[config.mk]
export PLATFORM = sky130hd
export DESIGN_NAME = ms_pipe_array_flat
export DESIGN_NICKNAME = d
export VERILOG_FILES = /design/src/rtl/ms_pipe_array_if.sv /design/src/rtl/ms_pipe_array.sv /design/src/flat_wrapper.sv
export SDC_FILE = /design/constraint.sdc
export NUM_CORES = 2
export LEC_CHECK = 0
export ABC_AREA = 1
export ABC_CLOCK_PERIOD_IN_PS = 1800
export CORE_MARGIN = 2
export CORE_UTILIZATION = 35
export DETAILED_ROUTE_END_ITERATION = 8
export GPL_TIMING_DRIVEN = 0
export PLACE_DENSITY = 0.53
export SYNTH_ARGS = -nofsm -noshare
export SYNTH_HDL_FRONTEND = slang
export SYNTH_SLANG_ARGS = --single-unit
[constraint.sdc]
create_clock -name i_clk -period 1.8 [get_ports i_clk]
set_input_delay 0.54 -clock i_clk [delete_from_list [all_inputs] [get_ports i_clk]]
set_output_delay 0.54 -clock i_clk [all_outputs]
set_load 0.03 [all_outputs]
[src/rtl/ms_pipe_array_if.sv]
// Fetch-to-sum stage bundle: operand/psum beat in, product/psum beat out, rdy/ack both sides.
// Latency: none, wiring only.
// Backpressure: carried on o_in_ack (upstream) and i_out_ack (downstream).
interface ms_pipe_array_if #(
    parameter int ROWS    = 4,
    parameter int DWD     = 8,
    parameter int PSUMDWD = 32,
    parameter int ASUMDWD = 2*DWD,
    parameter int PIPEW   = 8,
    parameter int DEPTH   = 2
);
    localparam int CW = $clog2(DEPTH+1);

    logic                    i_in_rdy;
    logic                    o_in_ack;
    logic [ROWS*DWD-1:0]     i_ipix;
    logic [ROWS*DWD-1:0]     i_wpix;
    logic [ROWS*PSUMDWD-1:0] i_psum;
    logic                    i_signed;
    logic                    i_psum_slice;
    logic [1:0]              i_psum_sel;
    logic [ROWS-1:0]         i_row_en;
    logic [PIPEW-1:0]        i_pipe;
    logic                    i_flush;
    logic                    o_out_rdy;
    logic                    i_out_ack;
    logic [ROWS*ASUMDWD-1:0] o_sum;
    logic [ROWS*PSUMDWD-1:0] o_psum;
    logic [PIPEW-1:0]        o_pipe;
    logic [CW-1:0]           o_count;

    modport master (
        output i_in_rdy, i_ipix, i_wpix, i_psum, i_signed, i_psum_slice, i_psum_sel,
               i_row_en, i_pipe, i_flush, i_out_ack,
        input  o_in_ack, o_out_rdy, o_sum, o_psum, o_pipe, o_count
    );

    modport slave (
        input  i_in_rdy, i_ipix, i_wpix, i_psum, i_signed, i_psum_slice, i_psum_sel,
               i_row_en, i_pipe, i_flush, i_out_ack,
        output o_in_ack, o_out_rdy, o_sum, o_psum, o_pipe, o_count
    );
endinterface

[src/rtl/ms_pipe_array.sv]
// PE multiply stage: per-row signed/unsigned multiply plus psum slicing, DEPTH-deep elastic pipe.
// Latency: DEPTH cycles from input accept to o_out_rdy; one beat per cycle under continuous ack.
// Backpressure: a stalled output holds its data; stalls ripple back until o_in_ack drops when full.
module ms_pipe_array #(
    parameter int ROWS    = 4,
    parameter int DWD     = 8,
    parameter int PSUMDWD = 32,
    parameter int ASUMDWD = 2*DWD,
    parameter int PIPEW   = 8,
    parameter int DEPTH   = 2
) (
    input  logic          i_clk,
    input  logic          i_rst,
    ms_pipe_array_if.slave bus
);
    localparam int CW = $clog2(DEPTH+1);
    localparam int SW = ROWS*ASUMDWD;
    localparam int PW = ROWS*PSUMDWD;

    logic [DEPTH-1:0] v_q, v_d, load;
    logic [SW-1:0]    sum_q  [DEPTH];
    logic [SW-1:0]    sum_d  [DEPTH];
    logic [PW-1:0]    psum_q [DEPTH];
    logic [PW-1:0]    psum_d [DEPTH];
    logic [PIPEW-1:0] pipe_q [DEPTH];
    logic [PIPEW-1:0] pipe_d [DEPTH];
    logic [CW-1:0]    count_q, count_d;
    logic [SW-1:0]    s0_sum;
    logic [PW-1:0]    s0_psum;
    logic             in_xfer, out_xfer;

    for (genvar r = 0; r < ROWS; r++) begin : g_row
        logic [DWD-1:0]     a, b;
        logic [2*DWD-1:0]   prod_s, prod_u;
        logic [ASUMDWD-1:0] ext_s, ext_u;
        logic [PSUMDWD-1:0] psum_in, psum_sh;
        int                 shamt;

        assign a       = bus.i_ipix[r*DWD +: DWD];
        assign b       = bus.i_wpix[r*DWD +: DWD];
        assign prod_s  = $signed({{DWD{a[DWD-1]}}, a}) * $signed({{DWD{b[DWD-1]}}, b});
        assign prod_u  = {{DWD{1'b0}}, a} * {{DWD{1'b0}}, b};
        assign ext_s   = ASUMDWD'($signed(prod_s));
        assign ext_u   = ASUMDWD'(prod_u);
        assign psum_in = bus.i_psum[r*PSUMDWD +: PSUMDWD];
        assign shamt   = int'(bus.i_psum_sel) * DWD;
        // Shifting by the full width or more must give zero, not a wrapped amount.
        assign psum_sh = (shamt >= PSUMDWD) ? '0 : (psum_in >> shamt);

        assign s0_sum[r*ASUMDWD +: ASUMDWD]  = !bus.i_row_en[r] ? '0 :
                                               (bus.i_signed ? ext_s : ext_u);
        assign s0_psum[r*PSUMDWD +: PSUMDWD] = !bus.i_row_en[r] ? '0 :
                                               (bus.i_psum_slice ? psum_sh : psum_in);
    end

    // Stage k may load when it or any stage after it has a hole, or the output is taken.
    always_comb begin
        for (int k = 0; k < DEPTH; k++) begin
            load[k] = bus.i_out_ack;
            for (int j = k; j < DEPTH; j++) begin
                if (!v_q[j]) load[k] = 1'b1;
            end
        end
    end

    assign bus.o_in_ack  = load[0] && !bus.i_flush;
    assign in_xfer       = bus.i_in_rdy && load[0] && !bus.i_flush;
    assign out_xfer      = v_q[DEPTH-1] && bus.i_out_ack;

    always_comb begin
        v_d = v_q;
        for (int k = 0; k < DEPTH; k++) begin
            sum_d[k]  = sum_q[k];
            psum_d[k] = psum_q[k];
            pipe_d[k] = pipe_q[k];
        end
        if (load[0]) begin
            v_d[0]    = in_xfer;
            sum_d[0]  = s0_sum;
            psum_d[0] = s0_psum;
            pipe_d[0] = bus.i_pipe;
        end
        for (int k = 1; k < DEPTH; k++) begin
            if (load[k]) begin
                v_d[k]    = v_q[k-1];
                sum_d[k]  = sum_q[k-1];
                psum_d[k] = psum_q[k-1];
                pipe_d[k] = pipe_q[k-1];
            end
        end
        count_d = count_q + CW'(in_xfer) - CW'(out_xfer);
        if (bus.i_flush) begin
            v_d     = '0;
            count_d = '0;
        end
    end

    always_ff @(posedge i_clk or negedge i_rst) begin
        if (!i_rst) begin
            v_q     <= '0;
            count_q <= '0;
            for (int k = 0; k < DEPTH; k++) begin
                sum_q[k]  <= '0;
                psum_q[k] <= '0;
                pipe_q[k] <= '0;
            end
        end else begin
            v_q     <= v_d;
            count_q <= count_d;
            for (int k = 0; k < DEPTH; k++) begin
                sum_q[k]  <= sum_d[k];
                psum_q[k] <= psum_d[k];
                pipe_q[k] <= pipe_d[k];
            end
        end
    end

    assign bus.o_out_rdy = v_q[DEPTH-1];
    assign bus.o_sum     = sum_q[DEPTH-1];
    assign bus.o_psum    = psum_q[DEPTH-1];
    assign bus.o_pipe    = pipe_q[DEPTH-1];
    assign bus.o_count   = count_q;
endmodule
[src/flat_wrapper.sv]
// flat-port wrapper written by rule: the top's interface ports become plain ports
module ms_pipe_array_flat 
#(
    parameter int ROWS    = 4,
    parameter int DWD     = 8,
    parameter int PSUMDWD = 32,
    parameter int ASUMDWD = 2*DWD,
    parameter int PIPEW   = 8,
    parameter int DEPTH   = 2
)
  (i_clk, i_rst, bus_i_in_rdy, bus_i_ipix, bus_i_wpix, bus_i_psum, bus_i_signed, bus_i_psum_slice, bus_i_psum_sel, bus_i_row_en, bus_i_pipe, bus_i_flush, bus_i_out_ack, bus_o_in_ack, bus_o_out_rdy, bus_o_sum, bus_o_psum, bus_o_pipe, bus_o_count);
  ms_pipe_array_if #(.ROWS(ROWS), .DWD(DWD), .PSUMDWD(PSUMDWD), .ASUMDWD(ASUMDWD), .PIPEW(PIPEW), .DEPTH(DEPTH)) bus_i ();
  input  logic i_clk;
  input  logic i_rst;
  input wire logic [$bits(bus_i.i_in_rdy)-1:0] bus_i_in_rdy;
  input wire logic [$bits(bus_i.i_ipix)-1:0] bus_i_ipix;
  input wire logic [$bits(bus_i.i_wpix)-1:0] bus_i_wpix;
  input wire logic [$bits(bus_i.i_psum)-1:0] bus_i_psum;
  input wire logic [$bits(bus_i.i_signed)-1:0] bus_i_signed;
  input wire logic [$bits(bus_i.i_psum_slice)-1:0] bus_i_psum_slice;
  input wire logic [$bits(bus_i.i_psum_sel)-1:0] bus_i_psum_sel;
  input wire logic [$bits(bus_i.i_row_en)-1:0] bus_i_row_en;
  input wire logic [$bits(bus_i.i_pipe)-1:0] bus_i_pipe;
  input wire logic [$bits(bus_i.i_flush)-1:0] bus_i_flush;
  input wire logic [$bits(bus_i.i_out_ack)-1:0] bus_i_out_ack;
  output wire logic [$bits(bus_i.o_in_ack)-1:0] bus_o_in_ack;
  output wire logic [$bits(bus_i.o_out_rdy)-1:0] bus_o_out_rdy;
  output wire logic [$bits(bus_i.o_sum)-1:0] bus_o_sum;
  output wire logic [$bits(bus_i.o_psum)-1:0] bus_o_psum;
  output wire logic [$bits(bus_i.o_pipe)-1:0] bus_o_pipe;
  output wire logic [$bits(bus_i.o_count)-1:0] bus_o_count;
  assign bus_i.i_in_rdy = bus_i_in_rdy;
  assign bus_i.i_ipix = bus_i_ipix;
  assign bus_i.i_wpix = bus_i_wpix;
  assign bus_i.i_psum = bus_i_psum;
  assign bus_i.i_signed = bus_i_signed;
  assign bus_i.i_psum_slice = bus_i_psum_slice;
  assign bus_i.i_psum_sel = bus_i_psum_sel;
  assign bus_i.i_row_en = bus_i_row_en;
  assign bus_i.i_pipe = bus_i_pipe;
  assign bus_i.i_flush = bus_i_flush;
  assign bus_i.i_out_ack = bus_i_out_ack;
  assign bus_o_in_ack = bus_i.o_in_ack;
  assign bus_o_out_rdy = bus_i.o_out_rdy;
  assign bus_o_sum = bus_i.o_sum;
  assign bus_o_psum = bus_i.o_psum;
  assign bus_o_pipe = bus_i.o_pipe;
  assign bus_o_count = bus_i.o_count;
  ms_pipe_array #(.ROWS(ROWS), .DWD(DWD), .PSUMDWD(PSUMDWD), .ASUMDWD(ASUMDWD), .PIPEW(PIPEW), .DEPTH(DEPTH)) u_core (.i_clk(i_clk), .i_rst(i_rst), .bus(bus_i));
endmodule
### Word level (Yosys, flattened, before mapping)

Index checks and enable logic that the tools add are counted.
W data, S select, Z words.

| operators by class | value |
|---|---|
| shift-type cells | 4 |
| muxes and demuxes | 27 |
| divide/modulo/power cells | 0 |
| eq/ne operators | 0 |
| magnitude comparators | 1 |
| reduce and logical (&&, ||, !) cells | 7 |
| bitwise operators | 0 |
| multiply operators | 8 |
| add/sub/neg operators | 2 |

Operators with widths:

| cell | count |
|---|---|
| $mux W32 | 12 |
| $mul A8 B8 Y16 | 8 |
| $mux W16 | 8 |
| $shr A32 B5 Y32 | 4 |
| $ge A5 B6 Y1 const B | 1 |
| $mux W1 | 5 |
| $logic_and A1 B1 Y1 | 4 |
| $mux W2 | 2 |
| $reduce_bool A2 Y1 | 2 |
| $add A2 B1 Y2 | 1 |
| $sub A2 B1 Y2 | 1 |
| $logic_not A1 Y1 | 1 |

| word-level totals | value |
|---|---|
| bits in registers | 404 |
| word-level logic and storage cells | 58 |
| output and inout port bits | 204 |
| memory bits (read-only) | 0 |
| RAM bits | 0 |
| latch bits | 0 |
| input port bits | 213 |
| memories kept | 0 |

### Longest topological paths before layout

| logic depth | value |
|---|---|
| depth in word-level cells | 7 |
| depth in mapped cells | 24 |
| gate-level depth less buffers | 23 |

### Worst setup path before layout

OpenSTA, ideal clock, no wires.

| timing | value |
|---|---|
| kind | in2reg |
| start | in bus_i_wpix[15] |
| end | reg u_core.sum_q[92] (netlist bit) |
| data required time | 1.683 ns |
| stages on the path | 20 |
| path slack | -2.697 ns |
| arrival time | 4.381 ns |
| buffers on the path | 1 |
| path through | buf_2 clkinv_1 or2_2 fa_1 fa_1 inv_1 fa_1 inv_1 fa_1 inv_1 ha_1 nand2_1 o21ai_0 nand2_1 nand2_1 nand2_1 nand2_1 a21oi_1 nand2_1 nand2_1 |

| between the ends | value |
|---|---|
| longest elaborated chain between the ends | 3 |

Ends and longest elaborated chain:

| element | line | text |
|---|---|---|
| start: declaration | flat_wrapper.sv:17 | `input wire logic [$bits(bus_i.i_wpix)-1:0] bus_i_wpix;` |
| $mul A8 B8 Y16 (on tied branches) | ms_pipe_array.sv:42, ms_pipe_array.sv:41 |  |
| $mux W16 (*) | ms_pipe_array.sv:51 | `(bus.i_signed ? ext_s : ext_u);` |
| $mux W16 (*) | ms_pipe_array.sv:50 | `assign s0_sum[r*ASUMDWD +: ASUMDWD] = !bus.i_row_en[r] ? '0 :` |
| end signal: indexed assignment | ms_pipe_array.sv:111 | `sum_q[k] <= sum_d[k];` |
| end: declaration | ms_pipe_array.sv:21 | `logic [SW-1:0] sum_q [DEPTH];` |

Mark *: on every way between the ends. The rest lies on a longest branch, timed or not.
A chain may end at the register's enable or synchronous reset.

### Worst setup path in the final report

| timing | value |
|---|---|
| start | in bus_i_wpix[7] |
| end | reg u_core.sum_q[79] (netlist bit) |

The elaborated chain is that of the path after synthesis.

==> results.json <==
{
  "status": "finished, violations left",
  "violations": "hold timing, setup timing",
  "dp_cells": 6495,
  "start_util_pct": 35.4,
  "power.switching_mw": 28.0,
  "fp.dieArea_um2": 108000,
  "leakage_nw": 25.6,
  "stdcell_count": 6683,
  "ys_types": 41,
  "reg2reg_from": "u_core.v_q[1]",
  "finalCritPeriodShare_pct": 210,
  "initialDrtViolationCount": 2068,
  "min_path_type": "in -> async",
  "fin_crit_ps": 3780,
  "p_clk_share_pct": 16.2,
  "yosys-top-cells-area": "dfrtp_1, fa_1, nand2_1, inv_1, ha_1",
  "core.rowCount": 118,
  "netSwitchingFraction_pct": 45.1,
  "clock_skew_ps": 39.8,
  "vias": 32000,
  "critical_path_arrival_ps": 4260,
  "drv_slew": 0,
  "synth_top_area_share_pct": 27.5,
  "synth_edf_count": 0,
  "slew_headroom_pct": 3.89,
  "cts_made_buffers": 48,
  "setup_viol": 478,
  "drc": 0,
  "hold_slack_ps": -138,
  "powerDensity_nw_per_um2": 1260,
  "avgSynthCellArea_um2": 7.71,
  "synth_warnings": 0,
  "synthCells": 4763,
  "grt_usage_pct": 24.5,
  "wl_per_cell_um": 19.8,
  "crit_start": "bus_i_wpix[7]",
  "io_pins": 417,
  "path_clk_slew_ps": 60,
  "io_buffers": 348,
  "seqPwrFrac_pct": 18.6,
  "numClockSinks": 404,
  "final-hold-violation-count": 58,
  "tightestPinTransition_ps": 1440,
  "clockBufferDepth": 3,
  "synthFlopType": "dfrtp_1",
  "grt_pass1_wl_um": 199000,
  "core_area_um2": 104000,
  "async_reset_ff_share_pct": 100,
  "worstSkewPairLatency_ps": 600,
  "syn_area_um2": 36700,
  "grt_max_degree": 108,
  "yosysTopAreaCell": "dfrtp_1",
  "fin_total_pwr_mw": 62.1,
  "cp-start-kind": "input pin",
  "peakVddDrop_mv": 0.744,
  "required_ps": 2280,
  "area_growth_pct": 34.3,
  "p_int_mw": 34.1,
  "syn-num-nets": 5550,
  "ys_seq_area_share_pct": 27.5,
  "cts_htree_levels": 2,
  "fin_nets": 6046,
  "route.met2.wl_um": 60900,
  "yosysMostFrequentCell": "nand2_1",
  "die_height_um": 328,
  "die_x_um": 328,
  "num-fill-cells": 10100,
  "wl_met1_um": 57100,
  "gr-total-overflow": 0,
  "routed_via_density": 4.79,
  "cp_max_fo": 5,
  "root_buffer": "clkbuf_16",
  "final_antenna_net_count": 0,
  "grt_pass1_vias": 32200,
  "final_core_util_pct": 47.5,
  "ys_ff_latch": 404,
  "rsz0062_at_grt": "yes",
  "wl_met3_um": 9990,
  "endpoint_kind": "flop",
  "fmax_ghz": 0.264,
  "gp_congestion": 0.928,
  "drtPass1Iterations": 5,
  "combinationalPowerShare_pct": 65.2,
  "highest_layer": "met5",
  "drive_above_1_share_pct": 24.3,
  "antenna_found_initial": 23,
  "max-cap-violations": 0,
  "path_class": "in -> reg",
  "synth_common_cells": "nand2_1, inv_1, dfrtp_1",
  "place_hpwl_um": 107000,
  "cts_tree": "done",
  "setup_slack_ps": -1980,
  "wirelength_um": 132000
}
[critical path, cell delays in order]
cell and delay [ps]:
buf_12 110, clkinv_8 50, buf_8 100, nor2_2 40, fa_1 540, inv_2 40
fa_1 490, inv_1 50, fa_1 490, inv_2 40, fa_1 490, inv_2 50
ha_4 310, nand2_4 70, buf_12 120, nor2_4 100, nand2_2 60, a21oi_2 180
nor2_4 70, nand3_2 70, nand3_2 80, nand2_1 120, nand2_1 50
[metrics by stage]
| step | worst slack (ps) | hold slack [ps] | setup TNS [ps] | instance area [um^2] |
|---|---|---|---|---|
| global placement | -20280 | 448 | -7912550 | 44100 |
| floorplan | -2260 | 244 | -97790 | 38900 |
| global route | -2120 | -120 | -251730 | 49300 |
| CTS | -1920 | -149 | -217370 | 48100 |
| finish | -1980 | -138 | -199990 | 49300 |
| detailed placement | -2690 | 453 | -449120 | 44200 |
[cells in the final DEF, fill, tap and decap left out, drive strengths merged, types with 3 or more instances in the layout]
| cell type | netlist | routed |
|---|---|---|
| nand2 | 1344 | 1344 |
| inv | 1060 | 1060 |
| buf | 305 | 470 |
| dfrtp | 404 | 404 |
| fa | 340 | 340 |
| clkdlybuf4s50 | 0 | 286 |
| o21ai | 264 | 264 |
| ha | 234 | 234 |
| nor2 | 173 | 173 |
| clkbuf | 99 | 163 |
| nand3 | 146 | 146 |
| a21oi | 100 | 100 |
| o22ai | 93 | 93 |
| a22oi | 32 | 32 |
| o32ai | 24 | 24 |
| xnor2 | 21 | 21 |
| nand4 | 20 | 20 |
| a32o | 16 | 16 |
| xor2 | 16 | 16 |
| o21bai | 16 | 16 |
| clkinv | 4 | 15 |
| nand3b | 12 | 12 |
| o211ai | 11 | 11 |
| diode | 0 | 9 |
| or2 | 9 | 9 |
| nor3 | 7 | 7 |
| a31oi | 4 | 4 |
| o31ai | 4 | 4 |
| bufinv | 0 | 3 |
| nand2b | 3 | 3 |
[kinds of logic (layout without fill, tap and decap cells)]
kind of cell	after synthesis	count (layout)	share of synthesized area, %
AOI/OAI and AO/OA	565	565	9.16
xor gates and xnor gates	37	37	0.882
adders and majority gates	574	574	26.5
buffers and inverters	1468	1999	17.4
DFF	404	404	27.5
other	0	9	0
and+or+nand+nor	1715	1715	18.5
[repair_timing]
| action | CTS | global route |
|---|---|---|
| gates cloned | 2 | 0 |
| hold endpoints to repair | 58 | 58 |
| pin swaps | 217 | 172 |
| gates resized for setup | 443 | 389 |
| buffers inserted | 63 | 35 |
| endpoints found under the setup margin | 486 | 651 |
[metal layers]
layer / vias up / global-route usage (%)
li1: 15200 / -
met1: 15600 / 33.1
met2: 987 / 39.5
met3: 204 / 4.82
met4: 24 / 7.33
met5: - / 0
[cell type report]
type	count	area [um^2]	share of cell area, %
Antenna cell	9	22.5	0.0457
Buffer	399	3700	7.50
Clock buffer	72	1430	2.90
Clock inverter	13	186	0.378
Inverter	1064	4070	8.26
Multi-Input combinational cell	2891	23500	47.6
Sequential cell	404	10100	20.5
Tap cell	1380	1730	3.50
Timing Repair Buffer	449	4550	9.23
Timing Repair inverter	2	32.5	0.0659
[final timing paths]
kind                       cells after the start  slack [ps]                   end
setup / recovery                              23       -1980      u_core.sum_q[79]
hold / removal                                 1        -140    u_core.psum_q[196]
setup reg to reg                              10        -510      u_core.sum_q[64]
hold reg to reg                                2         450  u_core.bus.o_pipe[5]
max in group asynchronous                      4         150  u_core.bus.o_sum[20]
min in group i_clk                             3         270     u_core.sum_q[112]
[power groups by stage]
stage | clock network [mW] | logic (mW) | registers, mW
floorplan | 0 | 24.0 | 11.1
global placement | 0 | 32.3 | 11.7
detailed placement | 0 | 32.4 | 11.6
CTS | 10.2 | 37.3 | 11.5
global route | 10.6 | 44.6 | 11.7
finish | 10.0 | 40.5 | 11.5
[sequential cells by signal, indices dropped and copies added, names as in the netlist]
register / cells
u_core.bus.o_count: 2
u_core.bus.o_pipe: 8
u_core.bus.o_psum: 128
u_core.bus.o_sum: 64
u_core.pipe_q: 8
u_core.psum_q: 128
u_core.sum_q: 64
u_core.v_q: 2
Power figures use the tool's default switching activity.
